--- src/rtl/id_pkg.sv ---
// id_pkg: opcodes, execute/branch codes and the 9-bit control bundle shared by the ID stage.
package id_pkg;
  localparam logic [5:0] OP_NOP  = 6'd0,  OP_ADD  = 6'd1,  OP_SUB  = 6'd3,  OP_AND = 6'd5,
                         OP_OR   = 6'd6,  OP_NOR  = 6'd7,  OP_XOR  = 6'd8,  OP_SLA = 6'd9,
                         OP_SLL  = 6'd10, OP_SRA  = 6'd11, OP_SRL  = 6'd12, OP_ADDI = 6'd32,
                         OP_SUBI = 6'd33, OP_LD   = 6'd36, OP_ST   = 6'd37, OP_BEZ = 6'd40,
                         OP_BNE  = 6'd41, OP_JMP  = 6'd42;
  typedef enum logic [3:0] {
    EXE_NOP, EXE_ADD, EXE_SUB, EXE_AND, EXE_OR, EXE_NOR, EXE_XOR, EXE_SLA, EXE_SLL, EXE_SRA, EXE_SRL
  } exe_cmd_e;
  typedef enum logic [1:0] {BR_NONE, BR_BEZ, BR_BNE, BR_JMP} br_type_e;
  typedef struct packed {
    logic     wb_en;
    logic     mem_rd;
    logic     mem_wr;
    br_type_e br_type;
    exe_cmd_e exe_cmd;
  } ctrl_t;
endpackage

--- src/rtl/id_ctrl_dec.sv ---
// id_ctrl_dec: opcode to control bundle, immediate and two-source flags.
module id_ctrl_dec
  import id_pkg::*;
(
  input  logic [5:0] opcode,
  output ctrl_t      ctrl,
  output logic       is_immediate,
  output logic       is_two_source
);
  logic r_type;
  always_comb begin
    ctrl = '0;
    r_type = 1'b1;
    is_immediate = 1'b0;
    case (opcode)
      OP_ADD:  ctrl.exe_cmd = EXE_ADD;
      OP_SUB:  ctrl.exe_cmd = EXE_SUB;
      OP_AND:  ctrl.exe_cmd = EXE_AND;
      OP_OR:   ctrl.exe_cmd = EXE_OR;
      OP_NOR:  ctrl.exe_cmd = EXE_NOR;
      OP_XOR:  ctrl.exe_cmd = EXE_XOR;
      OP_SLA:  ctrl.exe_cmd = EXE_SLA;
      OP_SLL:  ctrl.exe_cmd = EXE_SLL;
      OP_SRA:  ctrl.exe_cmd = EXE_SRA;
      OP_SRL:  ctrl.exe_cmd = EXE_SRL;
      default: r_type = 1'b0;
    endcase
    ctrl.wb_en = r_type;
    is_two_source = r_type;
    case (opcode)
      OP_ADDI: begin ctrl.wb_en = 1'b1; ctrl.exe_cmd = EXE_ADD; is_immediate = 1'b1; end
      OP_SUBI: begin ctrl.wb_en = 1'b1; ctrl.exe_cmd = EXE_SUB; is_immediate = 1'b1; end
      OP_LD:   begin ctrl.wb_en = 1'b1; ctrl.mem_rd = 1'b1; ctrl.exe_cmd = EXE_ADD; is_immediate = 1'b1; end
      OP_ST:   begin ctrl.mem_wr = 1'b1; ctrl.exe_cmd = EXE_ADD; is_immediate = 1'b1; is_two_source = 1'b1; end
      OP_BEZ:  begin ctrl.br_type = BR_BEZ; is_immediate = 1'b1; end
      OP_BNE:  begin ctrl.br_type = BR_BNE; is_immediate = 1'b1; is_two_source = 1'b1; end
      OP_JMP:  begin ctrl.br_type = BR_JMP; is_immediate = 1'b1; end
      default: ;
    endcase
  end
endmodule

--- src/rtl/id_stage_pipe.sv ---
// id_stage_pipe: decode stage with register file, pending-write scoreboard and ID->EX register.
// ID_WB_BYPASS_EN forwards the same-cycle write-back into reads and the scoreboard view.
module id_stage_pipe
  import id_pkg::*;
#(
  parameter int XLEN   = 32,
  parameter int NREG   = 32,
  parameter int PEND_W = 2,
  localparam int RW    = $clog2(NREG)
) (
  input  logic            clk,
  input  logic            rst,
  input  logic            in_valid,
  output logic            in_ready,
  input  logic [XLEN-1:0] in_pc,
  input  logic [31:0]     in_instr,
  input  logic            flush,
  input  logic            wb_en,
  input  logic [RW-1:0]   wb_dest,
  input  logic [XLEN-1:0] wb_val,
  output logic            out_valid,
  input  logic            out_ready,
  output logic [XLEN-1:0] out_pc,
  output logic [XLEN-1:0] out_val1,
  output logic [XLEN-1:0] out_val2,
  output logic [XLEN-1:0] out_st_val,
  output logic [RW-1:0]   out_dest,
  output logic            out_wb_en,
  output logic            out_mem_rd,
  output logic            out_mem_wr,
  output logic [1:0]      out_br_type,
  output logic [3:0]      out_exe_cmd,
  output logic            hazard
);
  localparam logic [PEND_W:0] PEND_MAX = {1'b0, {PEND_W{1'b1}}};
  ctrl_t ctrl;
  logic is_imm, two_src, accept, xfer;
  logic [RW-1:0] src1, src2, dest;
  logic [XLEN-1:0] imm_ext;
  logic [XLEN-1:0] regs [NREG];
  logic [PEND_W-1:0] pend [NREG];
  id_ctrl_dec u_dec (
    .opcode(in_instr[31:26]),
    .ctrl(ctrl),
    .is_immediate(is_imm),
    .is_two_source(two_src)
  );
  function automatic logic [XLEN-1:0] rd_reg(input logic [RW-1:0] a);
`ifdef ID_WB_BYPASS_EN
    return (wb_en && a == wb_dest && a != '0) ? wb_val : regs[a];
`else
    return regs[a];
`endif
  endfunction
  // Outstanding writes as seen by a new reader: the counter plus a writer still parked in the
  // ID->EX register, which has not been counted yet because it has not transferred.
  function automatic logic [PEND_W:0] pend_eff(input logic [RW-1:0] a);
    logic [PEND_W:0] c;
    c = {1'b0, pend[a]} + (PEND_W+1)'(out_valid && out_wb_en && out_dest == a && a != '0);
`ifdef ID_WB_BYPASS_EN
    c = c - (PEND_W+1)'(wb_en && wb_dest == a && a != '0 && pend[a] != '0);
`endif
    return c;
  endfunction
  assign src1 = RW'(in_instr[25:21]);
  assign src2 = RW'(in_instr[20:16]);
  assign dest = is_imm ? src2 : RW'(in_instr[15:11]);
  assign imm_ext = {{(XLEN-16){in_instr[15]}}, in_instr[15:0]};
  assign hazard = in_valid && (pend_eff(src1) != '0 || (two_src && pend_eff(src2) != '0) ||
                               (ctrl.wb_en && pend_eff(dest) == PEND_MAX));
  assign in_ready = flush || (!hazard && (!out_valid || out_ready));
  assign accept = in_valid && in_ready && !flush;
  assign xfer = out_valid && out_ready && !flush;
  always_ff @(posedge clk or negedge rst)
    if (!rst) for (int r = 0; r < NREG; r++) regs[r] <= '0;
    else if (wb_en && wb_dest != '0) regs[wb_dest] <= wb_val;
  // Killed (flushed) instructions never reach the counter; decrements of zero are dropped.
  always_ff @(posedge clk or negedge rst)
    if (!rst) for (int r = 0; r < NREG; r++) pend[r] <= '0;
    else for (int r = 1; r < NREG; r++)
      pend[r] <= pend[r] + PEND_W'(xfer && out_wb_en && out_dest == RW'(r))
                         - PEND_W'(wb_en && wb_dest == RW'(r) && pend[r] != '0);
  always_ff @(posedge clk or negedge rst)
    if (!rst) begin
      out_valid <= 1'b0;
      out_pc <= '0;
      out_val1 <= '0;
      out_val2 <= '0;
      out_st_val <= '0;
      out_dest <= '0;
      out_wb_en <= 1'b0;
      out_mem_rd <= 1'b0;
      out_mem_wr <= 1'b0;
      out_br_type <= '0;
      out_exe_cmd <= '0;
    end else if (flush) out_valid <= 1'b0;
    else if (accept) begin
      out_valid <= 1'b1;
      out_pc <= in_pc;
      out_val1 <= rd_reg(src1);
      out_val2 <= is_imm ? imm_ext : rd_reg(src2);
      out_st_val <= rd_reg(src2);
      out_dest <= dest;
      out_wb_en <= ctrl.wb_en;
      out_mem_rd <= ctrl.mem_rd;
      out_mem_wr <= ctrl.mem_wr;
      out_br_type <= ctrl.br_type;
      out_exe_cmd <= ctrl.exe_cmd;
    end else if (xfer) out_valid <= 1'b0;
endmodule

--- config.mk ---
export PLATFORM = sky130hd
export DESIGN_NAME = id_stage_pipe
export DESIGN_NICKNAME = d
export VERILOG_FILES = /design/src/rtl/id_pkg.sv /design/src/rtl/id_ctrl_dec.sv /design/src/rtl/id_stage_pipe.sv
export SDC_FILE = /design/constraint.sdc
export NUM_CORES = 2
export LEC_CHECK = 0
export CORE_UTILIZATION = 55
export DETAILED_ROUTE_END_ITERATION = 8
export GPL_TIMING_DRIVEN = 0
export PLACE_DENSITY = 0.82
export SLEW_MARGIN = 20
export SYNTH_ARGS = -nofsm -noshare
export SYNTH_HDL_FRONTEND = slang
export SYNTH_HIERARCHICAL = 1
export SYNTH_SLANG_ARGS = --single-unit
--- constraint.sdc ---
create_clock -name clk -period 7.9 [get_ports clk]
set_clock_uncertainty 0.05 [all_clocks]
set_input_delay 0.79 -clock clk [delete_from_list [all_inputs] [get_ports clk]]
set_output_delay 0.79 -clock clk [all_outputs]
set_load 0.01 [all_outputs]
==> metrics <==
Leak Pwr=33.5 nW; RR Startpoint=pend[0]; # nets final=5563; Finished Core Util=63.5%; Antenna Nets Post-Route=0; Yosys reg bits=1229; HP Start=in_instr[30]; Initial Utilization=55.7%; Final Hold Viols=0; Final Power=0.0194 W; number of global-route vias before repair=49800; Routed WL=237000 um; Power per Cell Area=262 mW/mm^2; initial antenna violation count=8; DRC viols=0; MaxCap Viol Count=0; pre-CTS setup slack=-82.3 ps; Netlist cell types=59; routability cong.=1.02; placed insts=6773; status=completed; CTS Buf Count=134; Top Ports=252; CP Data Required Time=8500 ps; crit path buf inv count=7; Crit Path Category=primary input to flop; CP arrival=8120 ps; top cells by area, synth=dfrtp_1 47%, mux2_2 17%, mux4_2 10%, mux2i_1 8.1%, a22oi_1 3.0%; fin crit share=95.2%; H-tree depth=4; layout cells sized above 1=32.0%; core area=0.117 mm^2; die area=0.120 mm^2; via count=49800; cell chain of the critical path=clkdlybuf4s50_1 -> buf_6 -> nand2b_1 -> a221oi_1 -> buf_4 -> mux2i_4 -> buf_4 -> mux4_2 -> a22oi_1 -> nor2_1 -> or3_1 -> ha_1 -> ha_1 -> nand4b_1 -> nand3_1 -> or4b_1 -> buf_1 -> buf_2 -> clkbuf_1 -> nand2_1 -> o21ai_0; register area share after synthesis=47.3%; predominant post-synthesis flop cell=dfrtp_1; reg-to-reg endpoint=out_val2[23]; Post-Syn Area=0.0650 mm^2; Initial DRC Count=6926; pin count of the biggest net entering global routing=154; Die W=346 um; CTS root buf=clkbuf_16; clk slew on worst S/H paths=60 ps; delay-heaviest family, CP=buffers and inverters; async set-reset flop share out of synthesis=100%; Routed WL per cell=33.7 um; Total GRT Usage=39.4%; R2R setup slack=2350 ps; capturing element type of the critical path=flop; Slew Viols, Final=0; WHS Endpoint=out_exe_cmd[0]; highest net fanout along the worst path=10; Yosys top cell area share=47.3%; Hold Crit Depth=4; GRT overflow=0; area leader, netlist=dfrtp_1; Synthesis Warnings=10; slew at the pin with the worst max-slew slack=1340 ps; syn_nets=5176; Post-CTS Resized=0; 1st-pass router iterations=8; RSZ-0062 raised after global routing=false; VDD IR-drop max=188 uV; max frequency=0.133 GHz; worst skew pair latency=770 ps; Max-slew headroom=10.9%; # clock sinks=1229; non-filler instance count after layout=7022; number of synthesized flops with an enable pin=0; Syn Inst Count=5001; Tmin final=7520 ps; clock buffer depth=3; Vert. Die Dim=346 um; final setup margin=381 ps; WHS=371 ps; # rows=125; final setup violation count=0; area grow syn2layout=14.0%; CP max stage delay=890 ps; CP max stage cell=buf_1; Critical Path Start Type=primary input; drt via density=7.09; worst hold-check path type=primary input to flop; # hold bufs at CTS=1; FF-to-FF path depth=13; global-route wire length before repair=342000 um; post-CTS setup repair buffer count=0; TritonCTS clock tree=done; Port Buffers=239; DP Wirelength=163000 um; Mean Syn Cell Area=13.0 um^2
## cells by family after synthesis
family / count (synthesis) / synth area share (%)
AOI/OAI and AO/OA: 641 / 6.37
and+or+nand+nor: 613 / 4.28
muxes: 1830 / 35.9
buffers and inverters: 543 / 3.74
xor gates and xnor gates: 77 / 1.04
adders and majority gates: 68 / 1.31
DFF: 1229 / 47.3
## power by group
group	leakage [nW]	switching (W)	internal [W]
sequential	15.8	0.00102	0.00757
clock	2.19	0.00269	0.00376
combinational	15.6	0.00210	0.00231
total	33.5	0.00581	0.0136
## layout make-up
type | instances | area [um^2]
fill | 8540 | 42600
clock buffer | 191 | 3890
multi-input combinational | 3229 | 31800
antenna | 10 | 25.0
sequential | 1229 | 30800
tap | 1524 | 1910
clock inverter | 45 | 554
buffer | 509 | 2330
inverter | 34 | 128
timing repair buffer | 251 | 2690
## synth_stat cells, drive strengths merged (3+ instances only)
cell type  instances
dfrtp           1229
mux2            1002
mux2i            527
nand2            323
mux4             301
a22oi            258
clkbuf           255
buf              254
o21ai            173
o22ai            128
nor2              97
nand3             76
xnor2             71
ha                68
a21oi             38
inv               34
or4               32
and3              16
nor2b             16
o21a              16
nor3               9
nand2b             8
nand3b             7
nor3b              7
xor2               6
a211oi             5
a22o               5
and2               4
nor4               4
a31oi              3
nor4b              3
o211ai             3
or2                3
## metrics by stage
step | TNS, ps | cell area, um^2
final | 0 | 74100
after global routing | 0 | 74100
after CTS | 0 | 74000
after detailed placement | -1090 | 69600
after global placement | - | 69300
after floorplan | 0 | 65000
## tightest hold or removal path, delay by kind of cell
family | cells | cell delay [ps]
buffers and inverters | 1 | 180
AOI/OAI and AO/OA | 1 | 60
and+or+nand+nor | 2 | 100
## routing by layer
metal	GRT usage, %	share of wire (%)
met5	0.720	0.12
met4	28.2	8.6
met3	14.6	13
met2	56.7	43
met1	48.8	35
## cells in the final DEF, fill, tap and decap left out, drive strengths merged, types with 41 or more instances in the layout
master	instances
clkdlybuf4s50	238
xnor2	71
dfrtp	1229
a22oi	258
buf	260
clkbuf	452
mux4	301
nor2	97
inv	41
mux2i	527
nand3	76
mux2	1002
nand2	323
o22ai	128
o21ai	173
ha	68
## how the worst max path moves through the flow
stage / startpoint / end / slack (ps) / depth (start not counted)
2_1_floorplan: in_instr[30] / out_val2[22] / 2560 / 19
3_3_place_gp: rst / regs[297] / -49040 / 1
3_5_place_dp: in_instr[26] / out_val2[24] / -80 / 21
4_1_cts: in_instr[26] / out_val2[24] / 650 / 21
5_1_grt: in_instr[26] / out_val2[23] / 300 / 21
6_report: in_instr[26] / out_val1[9] / 380 / 21
## registers in the layout, indices dropped and copies added, names as in the netlist
| signal | flops |
|---|---|
| out_br_type | 2 |
| out_dest | 5 |
| out_exe_cmd | 4 |
| out_mem_rd | 1 |
| out_mem_wr | 1 |
| out_pc | 32 |
| out_st_val | 32 |
| out_val1 | 32 |
| out_val2 | 32 |
| out_valid | 1 |
| out_wb_en | 1 |
| pend | 62 |
| regs | 1024 |
Power figures use the tool's default switching activity.
